File: src/rtl/clk_div_pkg.sv
// Shared types and helpers for the multi-channel clock divider.
package clk_div_pkg;

    localparam int CNT_W_DEFAULT = 28;

    typedef logic [CNT_W_DEFAULT-1:0] cnt_t;

    function automatic cnt_t half_div(cnt_t d);
        return d >> 1;
    endfunction

endpackage

File: src/rtl/clk_div_channel.sv
// One divider channel: counter, active/pending divisor, registered outputs.
// Optional runtime duty control is enabled with CLK_DIV_DUTY_CTRL_EN.
module clk_div_channel
    import clk_div_pkg::*;
#(
    parameter int CNT_W       = CNT_W_DEFAULT,
    parameter int DEFAULT_DIV = 2
) (
    input  logic             clock_i,
    input  logic             reset_i,
    input  logic             enable_i,
    input  logic             load_i,
    input  logic [CNT_W-1:0] div_i,
`ifdef CLK_DIV_DUTY_CTRL_EN
    input  logic [CNT_W-1:0] duty_i,
`endif
    output logic             clock_o,
    output logic             tick_o
);

    localparam logic [CNT_W-1:0] RESET_DIV = CNT_W'(DEFAULT_DIV);

    logic [CNT_W-1:0] cnt_q, cnt_d;
    logic [CNT_W-1:0] activeDiv_q, activeDiv_d;
    logic [CNT_W-1:0] pendDiv_q, pendDiv_d;
    logic             pendValid_q, pendValid_d;
    logic             clkOut_q, clkOut_d;
    logic             tick_q, tick_d;
    logic             wrap;
    logic             applyNow;
    logic             highNext;

`ifdef CLK_DIV_DUTY_CTRL_EN
    localparam logic [CNT_W-1:0] RESET_DUTY = CNT_W'(DEFAULT_DIV / 2);

    logic [CNT_W-1:0] activeDuty_q, activeDuty_d;
    logic [CNT_W-1:0] pendDuty_q, pendDuty_d;

    assign highNext = (cnt_q < activeDuty_q);
`else
    logic [CNT_W-1:0] halfDiv;

    if (CNT_W <= CNT_W_DEFAULT) begin : g_half_pkg
        assign halfDiv = CNT_W'(half_div(cnt_t'(activeDiv_q)));
    end else begin : g_half_wide
        assign halfDiv = activeDiv_q >> 1;
    end

    assign highNext = (activeDiv_q == CNT_W'(1)) || (cnt_q < halfDiv);
`endif

    // Divisors 0 and 1 wrap every edge so that a reload can never lock up.
    assign wrap     = (activeDiv_q < CNT_W'(2)) || (cnt_q >= activeDiv_q - CNT_W'(1));
    assign applyNow = !enable_i || wrap;

    always_comb begin
        cnt_d    = '0;
        clkOut_d = 1'b0;
        tick_d   = 1'b0;
        if (enable_i && (activeDiv_q != '0)) begin
            clkOut_d = highNext;
            tick_d   = (cnt_q == '0);
            if (!wrap) begin
                cnt_d = cnt_q + CNT_W'(1);
            end
        end
    end

    // A load on an apply edge bypasses pending; otherwise it waits for the wrap.
    always_comb begin
        activeDiv_d = activeDiv_q;
        pendDiv_d   = pendDiv_q;
        pendValid_d = pendValid_q;
`ifdef CLK_DIV_DUTY_CTRL_EN
        activeDuty_d = activeDuty_q;
        pendDuty_d   = pendDuty_q;
`endif
        if (load_i) begin
            pendDiv_d = div_i;
`ifdef CLK_DIV_DUTY_CTRL_EN
            pendDuty_d = duty_i;
`endif
            if (applyNow) begin
                activeDiv_d = div_i;
`ifdef CLK_DIV_DUTY_CTRL_EN
                activeDuty_d = duty_i;
`endif
                pendValid_d = 1'b0;
            end else begin
                pendValid_d = 1'b1;
            end
        end else if (applyNow && pendValid_q) begin
            activeDiv_d = pendDiv_q;
`ifdef CLK_DIV_DUTY_CTRL_EN
            activeDuty_d = pendDuty_q;
`endif
            pendValid_d = 1'b0;
        end
    end

    always_ff @(posedge clock_i or posedge reset_i) begin
        if (reset_i) begin
            cnt_q       <= '0;
            activeDiv_q <= RESET_DIV;
            pendDiv_q   <= RESET_DIV;
            pendValid_q <= 1'b0;
            clkOut_q    <= 1'b0;
            tick_q      <= 1'b0;
`ifdef CLK_DIV_DUTY_CTRL_EN
            activeDuty_q <= RESET_DUTY;
            pendDuty_q   <= RESET_DUTY;
`endif
        end else begin
            cnt_q       <= cnt_d;
            activeDiv_q <= activeDiv_d;
            pendDiv_q   <= pendDiv_d;
            pendValid_q <= pendValid_d;
            clkOut_q    <= clkOut_d;
            tick_q      <= tick_d;
`ifdef CLK_DIV_DUTY_CTRL_EN
            activeDuty_q <= activeDuty_d;
            pendDuty_q   <= pendDuty_d;
`endif
        end
    end

    assign clock_o = clkOut_q;
    assign tick_o  = tick_q;

endmodule

File: src/rtl/multi_clock_divider.sv
// NUM_CH independent clock dividers sharing one load strobe.
// Define CLK_DIV_DUTY_CTRL_EN to add the per-channel duty input.
module multi_clock_divider
    import clk_div_pkg::*;
#(
    parameter int NUM_CH      = 4,
    parameter int CNT_W       = CNT_W_DEFAULT,
    parameter int DEFAULT_DIV = 2
) (
    input  logic                    clock_in,
    input  logic                    reset,
    input  logic [NUM_CH-1:0]       enable,
    input  logic                    load,
    input  logic [NUM_CH*CNT_W-1:0] divisor,
`ifdef CLK_DIV_DUTY_CTRL_EN
    input  logic [NUM_CH*CNT_W-1:0] duty,
`endif
    output logic [NUM_CH-1:0]       clock_out,
    output logic [NUM_CH-1:0]       tick
);

    for (genvar ch = 0; ch < NUM_CH; ch++) begin : g_ch
        clk_div_channel #(
            .CNT_W       (CNT_W),
            .DEFAULT_DIV (DEFAULT_DIV)
        ) u_channel (
            .clock_i  (clock_in),
            .reset_i  (reset),
            .enable_i (enable[ch]),
            .load_i   (load),
            .div_i    (divisor[ch*CNT_W +: CNT_W]),
`ifdef CLK_DIV_DUTY_CTRL_EN
            .duty_i   (duty[ch*CNT_W +: CNT_W]),
`endif
            .clock_o  (clock_out[ch]),
            .tick_o   (tick[ch])
        );
    end

endmodule

File: config.mk
export PLATFORM = sky130hd
export DESIGN_NAME = multi_clock_divider
export DESIGN_NICKNAME = d
export VERILOG_FILES = /design/src/rtl/clk_div_pkg.sv /design/src/rtl/clk_div_channel.sv /design/src/rtl/multi_clock_divider.sv
export SDC_FILE = /design/constraint.sdc
export NUM_CORES = 1
export LEC_CHECK = 0
export BUFFER_PORTS_ARGS = -buffer_cell sky130_fd_sc_hd__buf_2
export CORE_MARGIN = 2
export CORE_UTILIZATION = 40
export CTS_CLUSTER_SIZE = 12
export DETAILED_ROUTE_END_ITERATION = 6
export SYNTH_ARGS = -nofsm -noshare
export SYNTH_HDL_FRONTEND = slang
export SYNTH_SLANG_ARGS = --single-unit
File: constraint.sdc
create_clock -name clock_in -period 14.09 [get_ports clock_in]
set_input_delay 1.409 -clock clock_in [delete_from_list [all_inputs] [get_ports clock_in]]
set_output_delay 1.409 -clock clock_in [all_outputs]
set_load 0.1 [all_outputs]
* Word-level counts from Yosys, hierarchy flattened
Index checks and enable logic that the tools add are counted.
Storage, ports and cells: register bits after elaboration 348, input bits 119, output and inout port bits 8, logic and storage cells 132
Cells by class: $add $sub $neg 8, $lt $le $gt $ge 12, equality and inequality tests 8, mux-type cells 40, reduce and logical (&&, ||, !) cells 40
Operators with widths (count):
- $mux 28 | 20
- $add 28x1->28 const B | 4
- $eq 28x1->1 const B | 4
- $ge 28x28->1 | 4
- $logic_not 28->1 | 4
- $lt 28x2->1 const B | 4
- $lt 28x27->1 | 4
- $reduce_bool 28->1 | 4
- $sub 28x1->28 const B | 4
- $mux 1 | 20
- $logic_or 1x1->1 | 12
- $logic_and 1x1->1 | 8
- $ne 2x1->1 const B | 4
- $reduce_and 2->1 | 4
- $reduce_bool 2->1 | 4
- $logic_not 1->1 | 4

* Logic depth before layout (Yosys ltp)
word-level depth 7, gate-level depth with buffers 18, gate-level depth less buffers 15

* Modules after synthesis
From an unflattened synthesis, not the netlist that was laid out.
Second synthesis, totals: cells, all modules 2105, area, all modules 21894.7 µm²
Modules (own cells, without submodules):
- clk_div_channel (g_ch[0].u_channel ...) | instances 2, cells an instance 505, area an instance 5398.9 µm², sequential area each 2179.6 µm²
- clk_div_channel (g_ch[3].u_channel) | instances 1, cells an instance 584, area an instance 5674.2 µm², sequential area each 2179.6 µm²
- clk_div_channel (g_ch[1].u_channel) | instances 1, cells an instance 511, area an instance 5422.7 µm², sequential area each 2179.6 µm²

* Least setup slack after synthesis
OpenSTA, ideal clock, no wires.
kind register to register, from register g_ch[2].u_channel.activeDiv_q[4], to register g_ch[2].u_channel.activeDiv_q[0], library setup time 0.125 ns, data arrival time 4.510 ns, required time 13.965 ns, slack 9.456 ns, stages on the path, launching flop included 15, buffers on the path 1, period minus slack after synthesis 4.634 ns, path through dfrtp_1 > or4_1 > or3_1 > nor4_2 > nand2_1 > nor3_1 > nor2_1 > ha_1 > nand4_1 > nor3_1 > a221o_1 > a221o_1 > o31ai_2 > buf_2 > mux2_2
Between the ends: longest elaborated chain between the ends 7, elaborated cells on any way between the ends 9, those cells by class add/sub: 1; order compare: 2; eq/ne: 1; reduce/logical: 5
RTL lines:
- start: declaration | RTL line clk_div_channel.sv:24 | logic [CNT_W-1:0] activeDiv_q, activeDiv_d;
- start signal: assignment | RTL line clk_div_channel.sv:115 | activeDiv_q <= activeDiv_d;
- $sub 28x1->28 | RTL line clk_div_channel.sv:53 | assign wrap = (activeDiv_q < CNT_W'(2)) || (cnt_q >= activeDiv_q - CNT_W'(1));
- $ge 28x28->1 | RTL line clk_div_channel.sv:53
- $logic_or 1x1->1 * | RTL line clk_div_channel.sv:53
- $logic_or 1x1->1 * | RTL line clk_div_channel.sv:54 | assign applyNow = !enable_i || wrap;
- $logic_and 1x1->1 | RTL line clk_div_channel.sv:92 | end else if (applyNow && pendValid_q) begin
- $reduce_bool 2->1 (no line)
- $reduce_and 2->1 (no line) *
Every way passes the cells marked *; elsewhere a longest branch is shown, timed or not. A chain may end at the register's enable or synchronous reset.

* Worst setup path in the final report
from register g_ch[2].u_channel.activeDiv_q[4], to register g_ch[2].u_channel.activeDiv_q[6]
The elaborated chain is that of the path after synthesis.

==> reports/results.env <==
STATUS='finished, final reports clean'
PWR_DENSITY_CELL_mW_PER_MM2=115
YOSYSWARNINGS=0
SYNTH_FP_NETS=2514
DRT-INITIAL-DRC-COUNT=987
CTS_MADE_BUFFERS=42
SYNTH.LARGEST_AREA_CELL='sky130_fd_sc_hd__dfrtp_1'
GLOBALPLACE.CONGESTION=0.884
IO-PIN-COUNT=127
FINAL-MAX-SLEW-VIOLATION-COUNT=0
SYNTHXORXNORAREAFRAC_PCT=8.07
CTS_ROOT_BUFFER='sky130_fd_sc_hd__clkbuf_16'
POST_SYNTH.CELL_AREA_AVG_SQ_UM=10.2
DRCVIOLATIONCOUNT=0
CORE_AREA_SQ_MM=0.0540
SYNTH-SEQ-CELLS=348
SYNTH.CELL_AREA_SQ_MM=0.0219
SETUP_VIOL=0
DRTPASS1ITERATIONS=5
SYNTH.MUX.AREA_FRACTION_PCT=11.6
WORSTSETUPENDPOINTTYPE='register'
SYNTH_SIMPLE_GATE_AREA_SHARE_PCT=16.7
CLOCKBUFFERDEPTH=3
WORSTPATHMAXFANOUT=15
NETS=2638
GRT_USE_TOTAL_PCT=18.6
NUM_VIAS=16100
IR_DROP_uV=103
TIMING.FINAL.CRIT_PERIOD_NS=5.38
MIN_DELAY_PATH_DEPTH=1
ANTENNA_FOUND_INITIAL=3
ANTENNADIODECOUNT=0
DIE_X_UM=238
DIE_H_UM=238
MAXIMUM_NUMBER_OF_PINS_ON_ONE_NET_BEFORE_GLOBAL_ROUTE_REPAIR=149
FINAL.SETUP_SKEW_NS=0.0228
SYNTHCELLS=2159
SETUP_TOTAL_NEGATIVE_SLACK_NS=0
INITIAL_CORE_UTILIZATION_PCT=40.6
FF_LATCH_AREA_SQ_MM=0.00872
HOLD_VIOL_FINAL=0
TOTAL_POWER_mW=2.83
CTS_MAX_LEVEL=2
CTS-HOLD-FIX-BUFFERS=0
YS_ASYNC_SR_FRACTION_PCT=100
START_KIND='register'
DRIVE_ABOVE_1_SHARE_PCT=18.6
MAX_CLOCK_FREQ_MHz=186
CELL_VARIETY_AFTER_SYNTH=66
DRV.MAX_CAP_VIOLATION_COUNT=0
CTS_POST_SETUP_BUFFERS_INSERTED=0
TRITONCTS_NUM_SINKS=348
WORST-SETUP-PATH-TYPE='register to register'
CLOCK_LATENCY_NS=0.56
AREA_SHARE_OF_FA_HA_MAJ_CELLS_AFTER_SYNTHESIS_PCT=13.5
TRITONCTS='done'
DP_HPWL_MM=38.1
WORST_ENDPOINT_REQUIRED_TIME_NS=14.53
ROW_COUNT=85
COMBINATIONAL_FAMILY_WITH_THE_MOST_AREA_AFTER_SYNTHESIS='simple AND/OR/NAND/NOR gates'
R2R_CELLS=14
HP-CLASS='register to register'
PERIOD_SHARE_PCT=38.2
GRT_FIRST_PASS_WIRELENGTH_MM=86.5
WORST_SLEW_MARGIN_REL_PCT=27.6
MULTI_INPUT_COMB_AREA_SQ_MM=0.0125
CRIT_ARRIVAL_NS=5.82
NUM-FILL-CELLS=5133
RSZ0062_AT_GRT='no'
DIE_AREA_SQ_MM=0.0567
GLOBAL_ROUTE.OVERFLOW_TOTAL=0
SYNTH.AREA.TOP_CELLS='sky130_fd_sc_hd__dfrtp_1 39%, sky130_fd_sc_hd__ha_1 13%, sky130_fd_sc_hd__mux2_2 8.9%'
SYNTH-EDFF-COUNT=0
WORST_SLEW_PIN_SLEW_NS=1.09
POST_DRT_VIA_CELL_RATIO=5.36
POWER_LEAKAGE_nW=11.6
POSTROUTEANTENNANETS=0
PRIMARY_FLIP_FLOP_CELL_CHOSEN_BY_SYNTHESIS_MAPPING='sky130_fd_sc_hd__dfrtp_1'
POST_DRT_WL_PER_CELL_UM=17.1
ROUTED_WIRELENGTH_MM=51.4
AREA_GROWTH_PCT=12.5
CLKTRANSATPATHREGS_NS=0.05
FINAL_CELLS=3011
DPL.CELL_COUNT=2935
AREA_SHARE_OF_THE_LEADING_CELL_TYPE_IN_THE_SYNTHESIZED_NETLIST_PCT=38.8
POSTCTSRESIZEDCELLS=0
SYNTH-COMPOUND-AREA-SHARE_PCT=6.86
YS_SEQ_AREA_SHARE_PCT=39.8
VIAS_IN_THE_FIRST_GLOBAL_ROUTE=16500
IO_BUFFER_COUNT=126
through the flow:
step	util [%]	cell area (sq um)	hold slack, ns	worst slack [ns]
after detailed placement	43.1	23300	0.482	8.78
after global placement	43.1	23300	0.477	8.89
after global routing	45.6	24700	0.497	8.39
final	45.6	24700	0.490	8.71
after floorplan	-	21900	0.459	3.04
after CTS	45.6	24700	0.495	8.78
metal layers:
metal,up-vias,track usage (%),part of all wire (%)
li1,7900,-,-
met1,7867,25.3,48
met2,281,31.1,46
met3,80,2.59,3.7
met4,4,5.00,2.2
met5,-,0,0.053
critical path, cell delays in order, from the launching register on:
cell and delay [ns]:
sky130_fd_sc_hd__dfrtp_1 0.43, sky130_fd_sc_hd__or4_1 0.65, sky130_fd_sc_hd__or3_1 0.46, sky130_fd_sc_hd__nor4_2 0.31, sky130_fd_sc_hd__nand2_1 0.15, sky130_fd_sc_hd__nor3_1 0.45
sky130_fd_sc_hd__nor2_1 0.11, sky130_fd_sc_hd__ha_1 0.31, sky130_fd_sc_hd__nand4_1 0.13, sky130_fd_sc_hd__nor3_1 0.09, sky130_fd_sc_hd__a221o_1 0.32, sky130_fd_sc_hd__a221o_1 0.44
sky130_fd_sc_hd__o31ai_4 0.68, sky130_fd_sc_hd__buf_4 0.36, sky130_fd_sc_hd__mux2_2 0.36
final cells by class:
cell class / instances / area share, %
Sequential cell: 348 / 35.4
Timing Repair Buffer: 137 / 2.90
Clock buffer: 61 / 5.00
Inverter: 133 / 2.05
Multi-Input combinational cell: 1621 / 50.5
Tap cell: 696 / 3.53
Clock inverter: 15 / 0.655
power by group:
group / switching [mW] / internal, mW / total, mW
combinational: 0.296 / 0.246 / 0.542
clock: 0.427 / 0.661 / 1.09
sequential: 0.101 / 1.10 / 1.20
total: 0.825 / 2.01 / 2.83
layout by cell type, fill, tap and decap left out, types with 8 or more instances in the layout:
| cell | synthesis | routed |
|---|---|---|
| sky130_fd_sc_hd__dfrtp_1 | 340 | 340 |
| sky130_fd_sc_hd__ha_1 | 236 | 236 |
| sky130_fd_sc_hd__nor2_1 | 230 | 230 |
| sky130_fd_sc_hd__mux2_2 | 174 | 174 |
| sky130_fd_sc_hd__xnor2_1 | 140 | 140 |
| sky130_fd_sc_hd__inv_1 | 133 | 132 |
| sky130_fd_sc_hd__nand2_1 | 129 | 129 |
| sky130_fd_sc_hd__buf_2 | 7 | 125 |
| sky130_fd_sc_hd__nand3_1 | 74 | 74 |
| sky130_fd_sc_hd__xor2_1 | 62 | 62 |
| sky130_fd_sc_hd__nor3_1 | 56 | 56 |
| sky130_fd_sc_hd__nand4_1 | 54 | 54 |
| sky130_fd_sc_hd__a21oi_1 | 54 | 54 |
| sky130_fd_sc_hd__nor4_1 | 45 | 45 |
| sky130_fd_sc_hd__clkbuf_16 | 0 | 43 |
| sky130_fd_sc_hd__o21ai_0 | 39 | 39 |
| sky130_fd_sc_hd__and3_1 | 37 | 37 |
| sky130_fd_sc_hd__nand2b_1 | 36 | 36 |
| sky130_fd_sc_hd__mux2i_1 | 28 | 28 |
| sky130_fd_sc_hd__o22ai_1 | 27 | 27 |
| sky130_fd_sc_hd__a21o_1 | 20 | 20 |
| sky130_fd_sc_hd__mux2_4 | 20 | 20 |
| sky130_fd_sc_hd__a211oi_1 | 17 | 17 |
| sky130_fd_sc_hd__and2_1 | 12 | 12 |
| sky130_fd_sc_hd__buf_4 | 8 | 12 |
| sky130_fd_sc_hd__nor2b_1 | 11 | 11 |
| sky130_fd_sc_hd__or4_1 | 10 | 10 |
| sky130_fd_sc_hd__and4_1 | 9 | 9 |
| sky130_fd_sc_hd__clkbuf_8 | 0 | 9 |
| sky130_fd_sc_hd__clkbuf_1 | 32 | 9 |
| sky130_fd_sc_hd__or2_2 | 8 | 8 |
| sky130_fd_sc_hd__a2111oi_0 | 8 | 8 |
| sky130_fd_sc_hd__a31oi_1 | 8 | 8 |
| sky130_fd_sc_hd__clkinv_2 | 0 | 8 |
| sky130_fd_sc_hd__dfstp_2 | 8 | 8 |
cell usage after synthesis (27+ instances only):
library cell and n:
sky130_fd_sc_hd__o22ai_1 27, sky130_fd_sc_hd__dfrtp_1 340, sky130_fd_sc_hd__ha_1 236, sky130_fd_sc_hd__a21oi_1 54, sky130_fd_sc_hd__mux2i_1 28, sky130_fd_sc_hd__nor4_1 45
sky130_fd_sc_hd__o21ai_0 39, sky130_fd_sc_hd__nand2_1 129, sky130_fd_sc_hd__xnor2_1 140, sky130_fd_sc_hd__nand4_1 54, sky130_fd_sc_hd__nand3_1 74, sky130_fd_sc_hd__xor2_1 62
sky130_fd_sc_hd__nor2_1 230, sky130_fd_sc_hd__nand2b_1 36, sky130_fd_sc_hd__and3_1 37, sky130_fd_sc_hd__mux2_2 174, sky130_fd_sc_hd__nor3_1 56, sky130_fd_sc_hd__inv_1 133
sky130_fd_sc_hd__clkbuf_1 32
state kept, by name, indices dropped and copies added (netlist names):
signal / flops
g_ch.u_channel.pendValid_q: 4
g_ch.u_channel.pendDiv_q: 112
g_ch.u_channel.cnt_q: 112
g_ch.u_channel.clock_o: 4
g_ch.u_channel.tick_o: 4
g_ch.u_channel.activeDiv_q: 112
cells by family (layout without fill, tap and decap cells):
group,after synthesis,count (layout)
simple gates,737,737
flops,348,348
fa+ha+maj,236,236
compound gates,224,224
mux,222,222
xor+xnor,202,202
buf+inv,190,346
path summary, 6_finish.rpt:
path                                                endpoint  slack, ns                              from
min in group asynchronous    g_ch[0].u_channel.pendDiv_q[12]       1.05                             reset
min reg2reg                  g_ch[1].u_channel.pendDiv_q[12]       0.49   g_ch[1].u_channel.pendDiv_q[12]
min                          g_ch[1].u_channel.pendDiv_q[12]       0.49   g_ch[1].u_channel.pendDiv_q[12]
max in group asynchronous  g_ch[1].u_channel.activeDiv_q[27]      10.58                             reset
max                         g_ch[2].u_channel.activeDiv_q[6]       8.71  g_ch[2].u_channel.activeDiv_q[4]
max reg2reg                 g_ch[2].u_channel.activeDiv_q[6]       8.71  g_ch[2].u_channel.activeDiv_q[4]
No activity file was read; power rests on OpenSTA's default activity.
